File: config.mk
export PLATFORM = sky130hd
export DESIGN_NAME = checkpoint_respawn
export DESIGN_NICKNAME = d
export VERILOG_FILES = /design/src/rtl/slime_pkg.sv /design/src/rtl/fade_sequencer.sv /design/src/rtl/checkpoint_respawn.sv
export SDC_FILE = /design/constraint.sdc
export NUM_CORES = 1
export LEC_CHECK = 0
export BUFFER_PORTS_ARGS = -buffer_cell sky130_fd_sc_hd__clkbuf_2
export CORE_UTILIZATION = 25
export DETAILED_ROUTE_END_ITERATION = 10
export GPL_TIMING_DRIVEN = 1
export SLEW_MARGIN = 40
export SYNTH_ARGS = -nofsm -noshare
export SYNTH_HDL_FRONTEND = slang
export SYNTH_SLANG_ARGS = --single-unit
File: constraint.sdc
create_clock -name sim_clk -period 5.5 [get_ports sim_clk]
set_clock_uncertainty 0.2 [all_clocks]
set_input_delay 0 -clock sim_clk [delete_from_list [all_inputs] [get_ports sim_clk]]
set_output_delay 0 -clock sim_clk [all_outputs]
set_load 0.005 [all_outputs]
File: src/rtl/slime_pkg.sv
// Shared types and position packing helpers for the player-side slime logic.
// Positions travel as a single {x, y} word, matching playerPos.
package slime_pkg;

    localparam int POS_W = 10;

    typedef enum logic [1:0] {
        ST_ALIVE   = 2'd0,
        ST_DYING   = 2'd1,
        ST_RESPAWN = 2'd2,
        ST_FADE_IN = 2'd3
    } state_e;

    function automatic logic [2*POS_W-1:0] pack_pos(input logic [POS_W-1:0] x,
                                                    input logic [POS_W-1:0] y);
        return {x, y};
    endfunction

    function automatic logic [POS_W-1:0] pos_x(input logic [2*POS_W-1:0] p);
        return p[2*POS_W-1:POS_W];
    endfunction

    function automatic logic [POS_W-1:0] pos_y(input logic [2*POS_W-1:0] p);
        return p[POS_W-1:0];
    endfunction

endpackage

File: src/rtl/fade_sequencer.sv
// Frame-paced fade stepper: counts frame ticks and moves fade_level one step
// per FRAMES_PER_STEP ticks, up (dir=0) or down (dir=1), holding at the limit.
module fade_sequencer #(
    parameter int FRAMES_PER_STEP = 2,
    parameter int FADE_MAX        = 15
) (
    input  logic       sim_clk,
    input  logic       reset,
    input  logic       clear,
    input  logic       enable,
    input  logic       dir,
    input  logic       frame_tick,
    output logic [3:0] fade_level,
    output logic       at_limit,
    output logic       step_done
);

    localparam int            CW       = (FRAMES_PER_STEP > 1) ? $clog2(FRAMES_PER_STEP) : 1;
    localparam logic [CW-1:0] CNT_LAST = CW'(FRAMES_PER_STEP - 1);
    localparam logic [3:0]    LVL_MAX  = 4'(FADE_MAX);

    logic [CW-1:0] frame_cnt;

    assign at_limit  = dir ? (fade_level == 4'd0) : (fade_level == LVL_MAX);
    assign step_done = enable && frame_tick && (frame_cnt == CNT_LAST);

    // A step at the limit leaves the level alone; the owner uses step_done &&
    // at_limit as its "sequence finished" event.
    always_ff @(posedge sim_clk) begin
        if (reset) begin
            frame_cnt  <= '0;
            fade_level <= '0;
        end else if (clear) begin
            frame_cnt  <= '0;
        end else if (enable && frame_tick) begin
            if (frame_cnt == CNT_LAST) begin
                frame_cnt <= '0;
                if (!at_limit)
                    fade_level <= dir ? fade_level - 4'd1 : fade_level + 4'd1;
            end else begin
                frame_cnt <= frame_cnt + 1'b1;
            end
        end
    end

endmodule

File: src/rtl/checkpoint_respawn.sv
// Latches the last touched campfire as checkpoint and runs the death sequence:
// freeze, fade out, respawn handshake with the player controller, fade in.
module checkpoint_respawn
    import slime_pkg::*;
#(
    parameter int START_X         = 32,
    parameter int START_Y         = 400,
    parameter int SPAWN_DY        = 16,
    parameter int FRAMES_PER_STEP = 2,
    parameter int FADE_MAX        = 15
) (
    input  logic                 sim_clk,
    input  logic                 reset,
    input  logic                 frame_tick,
    input  logic                 campfire_hit,
    input  logic [2:0]           campfire_id,
    input  logic [POS_W-1:0]     campfire_x,
    input  logic [POS_W-1:0]     campfire_y,
    input  logic                 player_dead,
    input  logic                 player_ack,
    output logic                 respawn_req,
    output logic [2*POS_W-1:0]   respawn_pos,
    output logic [2:0]           checkpoint_id,
    output logic                 checkpoint_valid,
    output logic [3:0]           activations,
    output logic                 player_freeze,
    output logic [3:0]           fade_level
);

    state_e           state;
    logic             hit_q;
    logic             hit_rise;
    logic [POS_W:0]   y_diff;
    logic [POS_W-1:0] spawn_y;
    logic             fade_enable;
    logic             fade_dir;
    logic             fade_clear;
    logic             at_limit;
    logic             step_done;

    assign hit_rise = campfire_hit && !hit_q;

    // 11-bit subtraction; a borrow into the top bit means the result went
    // negative and the spawn point clamps to the top of the screen.
    assign y_diff  = {1'b0, campfire_y} - (POS_W+1)'(SPAWN_DY);
    assign spawn_y = y_diff[POS_W] ? '0 : y_diff[POS_W-1:0];

    assign fade_enable = (state == ST_DYING) || (state == ST_FADE_IN);
    assign fade_dir    = (state == ST_FADE_IN);
    assign fade_clear  = (state == ST_ALIVE) && player_dead;

    fade_sequencer #(
        .FRAMES_PER_STEP (FRAMES_PER_STEP),
        .FADE_MAX        (FADE_MAX)
    ) u_fade (
        .sim_clk    (sim_clk),
        .reset      (reset),
        .clear      (fade_clear),
        .enable     (fade_enable),
        .dir        (fade_dir),
        .frame_tick (frame_tick),
        .fade_level (fade_level),
        .at_limit   (at_limit),
        .step_done  (step_done)
    );

    // hit_q tracks the level in every state so a hit held across the death
    // sequence is not mistaken for a fresh touch on return to ALIVE.
    always_ff @(posedge sim_clk) begin
        if (reset) begin
            state            <= ST_ALIVE;
            hit_q            <= 1'b0;
            respawn_req      <= 1'b0;
            respawn_pos      <= pack_pos(POS_W'(START_X), POS_W'(START_Y));
            checkpoint_id    <= '0;
            checkpoint_valid <= 1'b0;
            activations      <= '0;
            player_freeze    <= 1'b0;
        end else begin
            hit_q <= campfire_hit;
            case (state)
                ST_ALIVE: begin
                    if (hit_rise) begin
                        checkpoint_id    <= campfire_id;
                        respawn_pos      <= pack_pos(campfire_x, spawn_y);
                        checkpoint_valid <= 1'b1;
                        if (activations != 4'd15)
                            activations <= activations + 4'd1;
                    end
                    if (player_dead) begin
                        state         <= ST_DYING;
                        player_freeze <= 1'b1;
                    end
                end
                ST_DYING: begin
                    if (step_done && at_limit) begin
                        state       <= ST_RESPAWN;
                        respawn_req <= 1'b1;
                    end
                end
                ST_RESPAWN: begin
                    if (player_ack && respawn_req) begin
                        state       <= ST_FADE_IN;
                        respawn_req <= 1'b0;
                    end
                end
                ST_FADE_IN: begin
                    if (step_done && at_limit) begin
                        state         <= ST_ALIVE;
                        player_freeze <= 1'b0;
                    end
                end
                default: state <= ST_ALIVE;
            endcase
        end
    end

endmodule

==> insert_results.sql <==
INSERT INTO impl_metrics (metric_group, metric, value, unit) VALUES
('setup_path', 'critPathTopFamily', 'compound AO/OA/AOI/OAI gates', ''),
('floorplanning', 'core.rowCount', '30', ''),
('floorplanning', 'top_level_ports', '63', ''),
('yosys', 'synth_enable_flop_cells', '0', ''),
('place', 'placer_congestion_estimate', '0.7277', ''),
('clock_network', 'clock_path_buffers', '2', ''),
('global_routing', 'globalRouteOverflowTotal', '0', ''),
('setup_path', 'critical_path.cell_chain', 'inv_1 > ha_1 > nand3b_2 > a31oi_2 > o21ai_0 > a21oi_1', ''),
('global_routing', 'global_route.usage.total', '0.1220', ''),
('power_and_ir_drop', 'p_leak', '1.103', 'nW'),
('setup_path', 'crit_path_top_delay_cell', 'sky130_fd_sc_hd__a31oi_2', ''),
('worst_hold_path', 'min-delay-path-class', 'in2reg', ''),
('yosys', 'postSynthCellCount', '200', ''),
('power_and_ir_drop', 'pwr_dens', '322.7', 'nW/µm²'),
('yosys', 'asyncSetResetFlopFracSynth', '0', ''),
('finish', 'final_net_count', '327', ''),
('clock_network', 'post_cts.repair.setup_buffers', '0', ''),
('route', 'post_drt_via_cell_ratio', '4.434', ''),
('setup_path', 'worst_ep_arrival_time', '2480', 'ps'),
('route', 'routed_wl', '4380', 'µm'),
('floorplanning', 'floorplan.die.width', '85.80', 'µm'),
('timing', 'whs', '33.43', 'ps'),
('worst_hold_path', 'hold-path-cell-count', '5', ''),
('timing', 'final-hold-violation-count', '0', ''),
('setup_path', 'worst_path_largest_cell_delay', '600', 'ps'),
('timing', 'clock.fmax', '0.4053', 'GHz'),
('route', 'route.vias.total', '1707', ''),
('finish', 'area_growth', '43.76', '%'),
('clock_network', 'clk_slew_on_worst_s_h_paths', '80', 'ps'),
('finish', 'post_route_cells_drive_above_1_share', '0.2734', ''),
('global_routing', 'antenna_found_initial', '0', ''),
('timing', 'timing.final.crit_share', '0.4486', ''),
('place', 'portBuffers', '62', ''),
('setup_path', 'crit_required', '5510', 'ps'),
('setup_path', 'total_number_of_cells_along_the_worst_setup_path', '6', ''),
('clock_network', 'tritoncts.num_buffers', '5', ''),
('setup_path', 'critical_path.max_fanout', '28', ''),
('route', 'post_drt_wl_per_cell', '11.38', 'µm'),
('route', 'drt_iter0_drc', '37', ''),
('yosys', 'synth_seq_area_share', '0.4334', ''),
('floorplanning', 'design.die.area', '7361', 'µm²'),
('global_routing', 'maximum_number_of_pins_on_one_net_before_global_route_repair', '37', ''),
('floorplanning', 'die_y_extent', '85.80', 'µm'),
('setup_path', 'path_class', 'reg2reg', ''),
('finish', 'layout.filler_cells', '704', ''),
('timing', 'worst_pin_slew', '778.5', 'ps'),
('timing', 'rsz0062_at_grt', 'no', ''),
('yosys', 'post_synth_num_cell_types', '43', ''),
('place', 'dp_slack', '3010', 'ps'),
('setup_path', 'timing.critical_path.from_type', 'flip-flop', ''),
('timing', 'post-route-worst-setup-slack', '3032', 'ps'),
('setup_path', 'cp_buf_inv_count', '1', ''),
('timing', 'timing.final.setup_violations', '0', ''),
('timing', 'slew_headroom', '0.4810', ''),
('power_and_ir_drop', 'max-vdd-ir-drop', '114.7', 'µV'),
('place', 'dpl.hpwl', '2926', 'µm'),
('yosys', 'flop_and_latch_count_out_of_synthesis', '38', ''),
('clock_network', 'cts_tree', 'done', ''),
('finish', 'num_antenna_cells', '0', ''),
('clock_network', 'cts.sinks', '38', ''),
('yosys', 'postSynth.topFlopCell', 'sky130_fd_sc_hd__dfxtp_1', ''),
('setup_path', 'ff2ff_path_depth', '6', ''),
('yosys', 'synth_fp_nets', '239', ''),
('timing', 'layout_min_cycle_time', '2468', 'ps'),
('clock_network', 'source_to_sink_clock_delay_at_the_later_pin_of_the_worst_skew_pair', '280', 'ps'),
('yosys', 'ys_warn_count', '0', ''),
('setup_path', 'critPathLaunch', 'state[0]$_SDFFE_PP0P_', ''),
('run_status', 'outcome', 'finished clean', ''),
('timing', 'setup_tns', '0', 'ps'),
('job', 'cap_viol_max_count', '0', ''),
('clock_network', 'postCtsResizedCells', '0', '');
==> area by class of cell <==
type / instances / area, µm² / share of cell area
Inverter: 6 / 22.52 / 0.008924
Sequential cell: 38 / 760.7 / 0.3014
Clock inverter: 1 / 5.005 / 0.001983
Timing Repair Buffer: 90 / 590.6 / 0.2340
Multi-Input combinational cell: 147 / 938.4 / 0.3718
Clock buffer: 7 / 86.33 / 0.03421
Tap cell: 96 / 120.1 / 0.04760
==> state kept, by name (all words and copies together) (netlist names), 2 cells and up <==
| name | flops |
|---|---|
| state | 2 |
| activations | 4 |
| u_fade.fade_level | 4 |
| checkpoint_id | 3 |
| respawn_pos | 20 |
==> power by group <==
| group | switching [mW] | total, mW | internal [mW] |
|---|---|---|---|
| sequential | 0.0295 | 0.349 | 0.320 |
| clock | 0.0976 | 0.199 | 0.101 |
| combinational | 0.142 | 0.266 | 0.125 |
==> cells by family after synthesis <==
logic type / Yosys count / share of synthesized area
AO/OA/AOI/OAI: 49 / 0.1796
XOR/XNOR: 6 / 0.02994
adder cells (fa/ha/maj): 10 / 0.07555
buffers and inverters: 15 / 0.03350
flip-flops: 38 / 0.4334
multiplexers: 6 / 0.03777
AND/OR/NAND/NOR: 76 / 0.2103
==> tightest hold or removal path: stages <==
cell and delay (ps):
sky130_fd_sc_hd__clkbuf_2 80, sky130_fd_sc_hd__inv_1 120, sky130_fd_sc_hd__a21oi_1 60, sky130_fd_sc_hd__o21ai_0 150
sky130_fd_sc_hd__a21oi_1 70
==> cell usage after synthesis (3+ instances only) <==
master | instances | share of area
sky130_fd_sc_hd__a21oi_1 | 23 | 0.066
sky130_fd_sc_hd__inv_1 | 6 | 0.013
sky130_fd_sc_hd__dfxtp_1 | 38 | 0.43
sky130_fd_sc_hd__o21ai_0 | 6 | 0.017
sky130_fd_sc_hd__xnor2_1 | 3 | 0.015
sky130_fd_sc_hd__mux2i_1 | 3 | 0.017
sky130_fd_sc_hd__a221o_1 | 3 | 0.017
sky130_fd_sc_hd__ha_1 | 9 | 0.064
sky130_fd_sc_hd__nand2_1 | 37 | 0.079
sky130_fd_sc_hd__nor2_1 | 14 | 0.030
sky130_fd_sc_hd__nand3_1 | 4 | 0.011
sky130_fd_sc_hd__xor2_1 | 3 | 0.015
sky130_fd_sc_hd__nor3_1 | 5 | 0.014
sky130_fd_sc_hd__clkbuf_1 | 7 | 0.015
sky130_fd_sc_hd__nor2b_1 | 3 | 0.011
sky130_fd_sc_hd__a22oi_1 | 5 | 0.021
==> placed cells by master (no fill, tap or decap), types with 2 or more instances in the layout <==
master	count
sky130_fd_sc_hd__a21oi_1	23
sky130_fd_sc_hd__a221o_1	3
sky130_fd_sc_hd__a22oi_1	5
sky130_fd_sc_hd__a311oi_1	2
sky130_fd_sc_hd__clkbuf_2	62
sky130_fd_sc_hd__clkbuf_8	6
sky130_fd_sc_hd__dfxtp_1	38
sky130_fd_sc_hd__dlygate4sd3_1	28
sky130_fd_sc_hd__ha_1	9
sky130_fd_sc_hd__inv_1	6
sky130_fd_sc_hd__mux2_2	2
sky130_fd_sc_hd__mux2i_1	3
sky130_fd_sc_hd__nand2_1	37
sky130_fd_sc_hd__nand3_1	4
sky130_fd_sc_hd__nand3b_1	2
sky130_fd_sc_hd__nor2_1	13
sky130_fd_sc_hd__nor2b_1	3
sky130_fd_sc_hd__nor3_1	5
sky130_fd_sc_hd__o211ai_1	2
sky130_fd_sc_hd__o21ai_0	6
sky130_fd_sc_hd__xnor2_1	3
sky130_fd_sc_hd__xor2_1	3
==> stage by stage <==
step | instance area (µm²) | cells | power (mW) | util
global route | 2524 | 385 | 0.8776 | 0.3715
detailed placement | 2152 | 349 | 0.6083 | 0.3168
CTS | 2524 | 385 | 0.8275 | 0.3715
global placement | 2150 | 349 | 0.6025 | 0.3164
finish | 2524 | 385 | 0.8143 | 0.3715
floorplan | 1755 | 200 | 0.5226 | -
==> worst paths after layout <==
| check | slack (ps) | to |
|---|---|---|
| setup / recovery | 3030 | respawn_pos[9]$_SDFFE_PP0P_ |
| hold / removal | 30 | respawn_pos[9]$_SDFFE_PP0P_ |
| setup reg to reg | 3030 | respawn_pos[9]$_SDFFE_PP0P_ |
| hold reg to reg | 260 | respawn_pos[14]$_SDFFE_PP0P_ |
==> per-layer routing <==
metal | share of wire | GRT usage | up-vias
met5 | 0 | 0 | -
met4 | 0.017 | 0.04697 | 0
met2 | 0.50 | 0.2109 | 41
li1 | - | - | 874
met1 | 0.45 | 0.1458 | 785
met3 | 0.037 | 0.02984 | 7
Power figures use the tool's default switching activity.
